### src/rtl/vga_buffer_ctrl.sv
`timescale 1ns/1ps
// -----------------------------------------------------------------------------
// vga_buffer_ctrl
//
// Sequences the IMG_W x IMG_H x PIX_W frame buffer RAM that sits between the
// masking accelerator and the VGA output stage.
//
// Write side: after a start pulse, accepts exactly one frame of raster-order
// pixels over a valid/ready handshake. Each accepted pixel becomes one RAM
// write on the following cycle (wr_en / pixel_row / pixel_col / pixel_result).
// frame_done is raised together with the write of the final pixel.
//
// Read side: runs continuously, independent of the capture FSM. The 640x480
// scan position is halved to give 2x pixel doubling onto the buffer. The RAM
// address is registered, the RAM answers one cycle later, and the returned
// pixel is gated by a two-cycle-delayed video_on. Total latency from
// vga_x/vga_y to vga_rgb is two cycles.
//
// Ports
//   clk, rst          system clock; synchronous active-high reset
//   start             one-cycle pulse, arms capture of one frame (IDLE only)
//   in_valid/in_ready input pixel handshake; in_pixel is the pixel data
//   pixel_result      RAM write data
//   pixel_row/col     RAM write address
//   wr_en             RAM write enable
//   busy              capture in progress (WRITE or DONE)
//   frame_done        one-cycle pulse with the final pixel's write
//   vga_x/vga_y       VGA scan position; video_on is the active-video flag
//   row_read/col_read RAM read address
//   pixel_out         RAM read data (one-cycle synchronous read)
//   vga_rgb           pixel to the DAC, zero when blanked
// -----------------------------------------------------------------------------
module vga_buffer_ctrl #(
  parameter int IMG_W = 320,
  parameter int IMG_H = 240,
  parameter int PIX_W = 12
) (
  input  logic             clk,
  input  logic             rst,
  // capture control
  input  logic             start,
  input  logic             in_valid,
  input  logic [PIX_W-1:0] in_pixel,
  output logic             in_ready,
  // RAM write port
  output logic [PIX_W-1:0] pixel_result,
  output logic [7:0]       pixel_row,
  output logic [8:0]       pixel_col,
  output logic             wr_en,
  // status
  output logic             busy,
  output logic             frame_done,
  // VGA scan side
  input  logic [9:0]       vga_x,
  input  logic [9:0]       vga_y,
  input  logic             video_on,
  // RAM read port
  output logic [7:0]       row_read,
  output logic [8:0]       col_read,
  input  logic [PIX_W-1:0] pixel_out,
  output logic [PIX_W-1:0] vga_rgb
);

  localparam logic [7:0] ROW_LAST = 8'(IMG_H - 1);
  localparam logic [8:0] COL_LAST = 9'(IMG_W - 1);
  localparam logic [9:0] SCAN_W   = 10'(2 * IMG_W);
  localparam logic [9:0] SCAN_H   = 10'(2 * IMG_H);

  typedef enum logic [1:0] {
    IDLE  = 2'd0,
    WRITE = 2'd1,
    DONE  = 2'd2
  } state_t;

  state_t     state;
  state_t     state_next;

  logic [7:0] wr_row;
  logic [8:0] wr_col;
  logic       xfer;
  logic       last_pix;

  // A pixel moves only when both sides agree in the same cycle.
  assign xfer     = in_valid && in_ready;
  assign last_pix = (wr_row == ROW_LAST) && (wr_col == COL_LAST);

  // ---------------------------------------------------------------------------
  // Capture FSM
  // ---------------------------------------------------------------------------
  // NOTE: sequential state is updated with non-blocking assignments so every
  // flop samples the pre-edge values of its neighbours, exactly like hardware.
  always_ff @(posedge clk) begin
    if (rst) begin
      state <= IDLE;
    end else begin
      state <= state_next;
    end
  end

  // NOTE: state_next is given a default before the case so that no path leaves
  // it unassigned; otherwise synthesis would infer a latch to hold it.
  always_comb begin
    state_next = state;
    unique case (state)
      IDLE:    if (start)             state_next = WRITE;
      WRITE:   if (xfer && last_pix)  state_next = DONE;
      DONE:                           state_next = IDLE;
      default:                        state_next = IDLE;
    endcase
  end

  // in_ready and busy are flops loaded from the next state, so in_ready rises
  // together with entry to WRITE and falls right after the last transfer,
  // leaving no window for an extra pixel to slip in.
  always_ff @(posedge clk) begin
    if (rst) begin
      in_ready <= 1'b0;
      busy     <= 1'b0;
    end else begin
      in_ready <= (state_next == WRITE);
      busy     <= (state_next != IDLE);
    end
  end

  // ---------------------------------------------------------------------------
  // Raster write counters: column first, row advances on column wrap.
  // Both are cleared when a new frame is armed; a start seen outside IDLE has
  // no effect on them.
  // ---------------------------------------------------------------------------
  always_ff @(posedge clk) begin
    if (rst) begin
      wr_row <= '0;
      wr_col <= '0;
    end else if ((state == IDLE) && start) begin
      wr_row <= '0;
      wr_col <= '0;
    end else if (xfer) begin
      if (wr_col == COL_LAST) begin
        wr_col <= '0;
        wr_row <= (wr_row == ROW_LAST) ? '0 : wr_row + 8'd1;
      end else begin
        wr_col <= wr_col + 9'd1;
      end
    end
  end

  // ---------------------------------------------------------------------------
  // RAM write port: one write per accepted pixel, one cycle after acceptance,
  // addressed with the counter values at the moment of the transfer.
  // Data and address hold their last value between writes; only wr_en
  // qualifies them.
  // ---------------------------------------------------------------------------
  always_ff @(posedge clk) begin
    if (rst) begin
      wr_en        <= 1'b0;
      frame_done   <= 1'b0;
      pixel_result <= '0;
      pixel_row    <= '0;
      pixel_col    <= '0;
    end else begin
      wr_en      <= xfer;
      frame_done <= xfer && last_pix;
      if (xfer) begin
        pixel_result <= in_pixel;
        pixel_row    <= wr_row;
        pixel_col    <= wr_col;
      end
    end
  end

  // ---------------------------------------------------------------------------
  // Read path
  // ---------------------------------------------------------------------------
  logic in_view;
  logic video_on_d1;
  logic video_on_d2;

  // Outside the visible 640x480 window (or while blanked) the address parks
  // at 0 rather than wrapping onto real buffer content.
  assign in_view = video_on && (vga_x < SCAN_W) && (vga_y < SCAN_H);

  always_ff @(posedge clk) begin
    if (rst) begin
      row_read    <= '0;
      col_read    <= '0;
      video_on_d1 <= 1'b0;
      video_on_d2 <= 1'b0;
    end else begin
      // Dropping bit 0 of each coordinate doubles every buffer pixel in both
      // directions.
      row_read    <= in_view ? vga_y[8:1] : 8'd0;
      col_read    <= in_view ? vga_x[9:1] : 9'd0;
      video_on_d1 <= video_on;
      video_on_d2 <= video_on_d1;
    end
  end

  // The RAM output is already registered, so gating it here keeps the
  // two-cycle latency the timing generator's sync delay is built around.
  assign vga_rgb = video_on_d2 ? pixel_out : '0;

endmodule

### config.mk
export PLATFORM = sky130hd
export DESIGN_NAME = vga_buffer_ctrl
export DESIGN_NICKNAME = d
export VERILOG_FILES = /design/src/rtl/vga_buffer_ctrl.sv
export SDC_FILE = /design/constraint.sdc
export NUM_CORES = 1
export LEC_CHECK = 0
export BUFFER_PORTS_ARGS = -buffer_cell sky130_fd_sc_hd__buf_2
export CAP_MARGIN = 20
export CORE_MARGIN = 4
export CORE_UTILIZATION = 42
export CTS_CLUSTER_DIAMETER = 80
export DETAILED_ROUTE_END_ITERATION = 12
export GPL_TIMING_DRIVEN = 0
export PLACE_DENSITY_LB_ADDON = 0.05
export SLEW_MARGIN = 30
export SYNTH_ARGS = -nofsm -noshare
export SYNTH_HDL_FRONTEND = slang
export SYNTH_SLANG_ARGS = --single-unit
export TNS_END_PERCENT = 5
### constraint.sdc
create_clock -name clk -period 1.6 [get_ports clk]
set_input_delay 0.08 -clock clk [delete_from_list [all_inputs] [get_ports clk]]
set_output_delay 0.08 -clock clk [all_outputs]
set_load 0.01 [all_outputs]
# --- Word-level counts from Yosys, hierarchy flattened ---
# Index checks and enable logic that the tools add are counted.
# Widths: inputs -> output; s select.
classes:
  n_addsub: 2
  magnitude_cmp: 2
  n_eq_ne: 4
  muxes: 6
  n_bitwise: 1
  reduce_logical: 11
op_table:
  columns: ["op", "count"]
  rows:
  - ["$mux 12", 1]
  - ["$lt 10x10->1 const B", 1]
  - ["$lt 10x9->1 const B", 1]
  - ["$add 9x1->9 const B", 1]
  - ["$eq 9x9->1 const B", 1]
  - ["$mux 9", 1]
  - ["$add 8x1->8 const B", 1]
  - ["$eq 8x8->1 const B", 1]
  - ["$mux 8", 1]
  - ["$logic_and 1x1->1", 6]
  - ["$eq 2x1->1 const B", 2]
  - ["$mux 2", 2]
  - ["$pmux 2 s2", 1]
  - ["$reduce_or 2->1", 2]
  - ["$logic_not 2->1", 1]
  - ["$reduce_and 2->1", 1]
  - ["$reduce_bool 2->1", 1]
  - ["$not 1->1", 1]
totals:
  reg_bits: 71
  in_bits: 49
  out_inout_bits: 62
  wordCells: 40

# --- Logic depth before layout (Yosys ltp) ---
logic_depth:
  word_depth: 6
  depth_mapped: 6
  ltp_nobuf: 5

# --- Worst setup path before layout ---
# Ideal clock, no wire load.
synth_path:
  path_kind: "register to register"
  startpoint: "register wr_col[0]"
  endpoint: "register wr_row[5]"
  setup_ns: 0.067
  arrival_time_ns: 1.590
  required_time_ns: 1.533
  setup_slack_ns: -0.057
  path_stages_with_launch: 7
  path_buffers: 1
  period_less_slack_ns: 1.657
  path_cell_list: "dfxtp_1 > ha_1 > and4_1 > buf_2 > nand3_4 > or4_4 > a21oi_2"
synth_between:
  elab_chain_len: 2
synth_rtl:
  columns: ["element", "line_no", "source"]
  rows:
  - ["start: declaration", "79", "logic [8:0] wr_col;"]
  - ["start signal: assignment", "142", "wr_col <= wr_col + 9'd1;"]
  - ["$eq 9x9->1", "138", "if (wr_col == COL_LAST) begin"]
  - ["$reduce_and 2->1 (no source line)", null, null]
  - ["end signal: assignment", "140", "wr_row <= (wr_row == ROW_LAST) ? '0 : wr_row + 8'd1;"]
  - ["end: declaration", "78", "logic [7:0] wr_row;"]
# Every way passes these cells.
# A chain may end at the register's enable or synchronous reset.

# --- Worst setup path after layout ---
layout_path:
  startpoint: "register wr_col[0]"
  endpoint: "register wr_row[6]"
# Same word-level chain as after synthesis.

==> flow_summary.toml <==
[power]
switchingPower_w = 0.000813
p_sw_share_pct = 21.5
power.density_nw_per_um2 = 980
comb_power_share_pct = 7.3
pwr-share-clk_pct = 44.8
ir_drop_v = 0.000734
p_seq_share_pct = 47.9
p_leak_nw = 1.74
p_int_w = 0.00297

[setup_path]
cp_data_required_time_ns = 1.87
path_cells = "ha_4, and4_1, buf_6, nand4_1, or3_1, a21oi_1"
path_class = "flip-flop to flip-flop"
r2r_slack_ns = 0.002
worstPathMaxFanout = 5
reg2reg_depth = 6
slowest_stage = "or3_1"
r2r_start = "wr_col[0]$_SDFFE_PP0P_"
slowest_delay_ns = 0.37
r2r_end = "wr_row[6]$_SDFFE_PP0P_"
crit_path_start_kind = "flip-flop"
worst_ep_arrival_time_ns = 1.86
end_kind = "flip-flop"

[grt]
grt_use_total_pct = 18.7
grt.overflow.total = 0
grt_max_degree = 13
antenna_found_initial = 0
grt_pass1_wl_mm = 11.2
grt_pass1_vias = 2453

[timing]
setup_viol = 0
period_share_pct = 99.9
rsz0062_at_grt = "yes"
period_needed_ns = 1.60
max_clock_freq_mhz = 626
fin_skew_ns = 0.00563
drv_slew = 0
hold_slack_ns = 0.0219
hold_viol = 0
worstMarginPinSlew_ns = 0.473
slew_headroom_pct = 68.5
worst_slack_ns = 0.00238

[detailed_routing]
routed_via_density = 4.69
first_iter_violations = 68
firstDrtPassIters = 4
wl_per_cell_um = 12.6
wl_mm = 6.60
drt_drc_violations_left = 0
ant_nets = 0
vias = 2463

[synthesis]
seq_area_frac_synth_pct = 54.6
synthArstFlopShare_pct = 0
synth-main-ff-cell = "dfxtp_1"
synthesis.nets = 342
ys_ff_latch = 71
synthCells = 291
post_synth_num_cell_types = 36
synth_warnings = 0
syn_area_per_cell_um2 = 8.94
netlist_area_um2 = 2600
synth-edff-count = 0

[floorplan]
start_util_pct = 43.7
core_um2 = 5960
die_area_um2 = 7520
fp.dieH_um = 86.7
ioPinCount = 111
row_count = 28
fp.dieW_um = 86.7

[clock_tree]
cts_max_path_buffers = 2
htreeDepth = 3
cts_buffers = 9
worst_skew_pair.late_latency_ns = 0.33
clkTransAtPathRegs_ns = 0.08
cts_tree = "built"
clockRootBuffer = "clkbuf_8"
cts_sinks = 71

[worst_hold_path]
min_to = "video_on_d1$_SDFF_PP0_"
hold_path.class = "input pin to flip-flop"
hold_depth = 2
hold_path_startpoint = "video_on"

[job]
cap_violations = 0

[cells_and_area]
final_cell_mix = "107 x buf_2, 66 x dfxtp_1, 65 x nand2_1"
syn_to_final_growth_pct = 48.2
final_util_pct = 64.7
layout-drive-gt1-share_pct = 32.9
antenna_cells = 0
final_common_cell = "buf_2"
nNetsFinal = 497

[placed_design]
place_congestion = 0.799
dpl_worst_slack_ns = -0.163
portBuffers = 107
hpwl_mm = 4.43

[status]
status = "completed"
area by class of cell:
class                      instances  area (µm²)
buffer                            15        70.1
clock buffer                       9         124
clock inverter                     6         109
fill                             544        2100
inverter                           1        3.75
multi-input combinational        204        1140
sequential                        71        1430
tap                               75        93.8
timing repair buffer             144         886
state kept, by name, indices dropped and copies added (netlist names):
| signal | flops |
|---|---|
| video_on_d2 | 1 |
| frame_done | 1 |
| row_read | 8 |
| pixel_col | 9 |
| wr_en | 1 |
| pixel_row | 8 |
| wr_row | 8 |
| pixel_result | 12 |
| video_on_d1 | 1 |
| in_ready | 1 |
| state | 2 |
| col_read | 9 |
| busy | 1 |
| wr_col | 9 |
cell usage after synthesis (all sizes together), types with 2 or more instances:
library cell   n  area [µm²]
dfxtp         71        1420
nand2         65         244
a21oi         34         174
and2          31         194
nor2          17        63.8
clkbuf        14        53.8
nand4          8        50.1
xor2           8        70.1
and3           5        31.3
o21ai          5        25.0
nand3          4        32.5
mux2i          3        30.0
or3            3        20.0
a21boi         2        15.0
and4           2        17.5
ha             2        25.0
nand3b         2        15.0
nor2b          2        12.5
layer usage:
metal	part of all wire (%)	global-route usage, %
met5	0	0
met2	48	31.1
met4	1.7	7.22
met3	6.6	5.99
met1	44	22.5
worst max-delay path by stage:
stage                     cells past startpoint  slack (ns)                endpoint                    from
final                                         6       0.002  wr_row[6]$_SDFFE_PP0P_  wr_col[0]$_SDFFE_PP0P_
after detailed placement                      5       -0.16  wr_row[3]$_SDFFE_PP0P_  wr_row[0]$_SDFFE_PP0P_
after floorplan                               6       0.002  wr_row[5]$_SDFFE_PP0P_  wr_col[0]$_SDFFE_PP0P_
after global routing                          4       -0.14  wr_row[6]$_SDFFE_PP0P_  wr_col[8]$_SDFFE_PP0P_
after CTS                                     6       0.003  wr_col[3]$_SDFFE_PP0P_     in_ready$_SDFF_PP0_
after global placement                        5       -0.17  wr_row[0]$_SDFFE_PP0P_  wr_row[0]$_SDFFE_PP0P_
critical path, delay by kind of cell (launching register included):
kind                       cells  cell delay (ns)
and+or+nand+nor                3             0.76
buffers and inverters          1             0.12
AOI/OAI and AO/OA              1             0.13
DFF                            1             0.36
adders and majority gates      1             0.14
power groups by stage:
stage / sequential (W) / clock, W / combinational, W
global placement: 0.00185 / 0 / 0.000213
finish: 0.00181 / 0.00169 / 0.000274
floorplan: 0.00186 / 0 / 0.0000886
detailed placement: 0.00185 / 0 / 0.000218
CTS: 0.00181 / 0.00173 / 0.000275
global route: 0.00181 / 0.00180 / 0.000310
repair_timing:
action                     CTS  global route
pin swaps                    0             4
cloned                       0             0
gates resized for setup      5             7
hold buffers                29             0
hold endpoints to repair    29             0
setup endpoints to repair    6            38
setup buffers                8             0
logic make-up (layout without fill, tap and decap cells):
family,after synthesis,in the layout,share of synthesized area (%)
fa+ha+maj,2,2,0.961
flops,71,71,54.6
xor+xnor,9,9,3.03
compound gates,47,47,9.95
buf+inv,16,175,2.40
mux,3,3,1.15
simple gates,143,143,27.9
metrics by stage:
step / setup TNS, ns / instances / area [µm²] / power, W
floorplan: 0 / 291 / 2610 / 0.00195
global placement: -0.914 / 473 / 3240 / 0.00206
detailed placement: -0.785 / 473 / 3240 / 0.00207
CTS: 0 / 525 / 3840 / 0.00381
global route: -1.27 / 525 / 3860 / 0.00392
finish: 0 / 525 / 3860 / 0.00378
(Power assumes the default switching activity.)
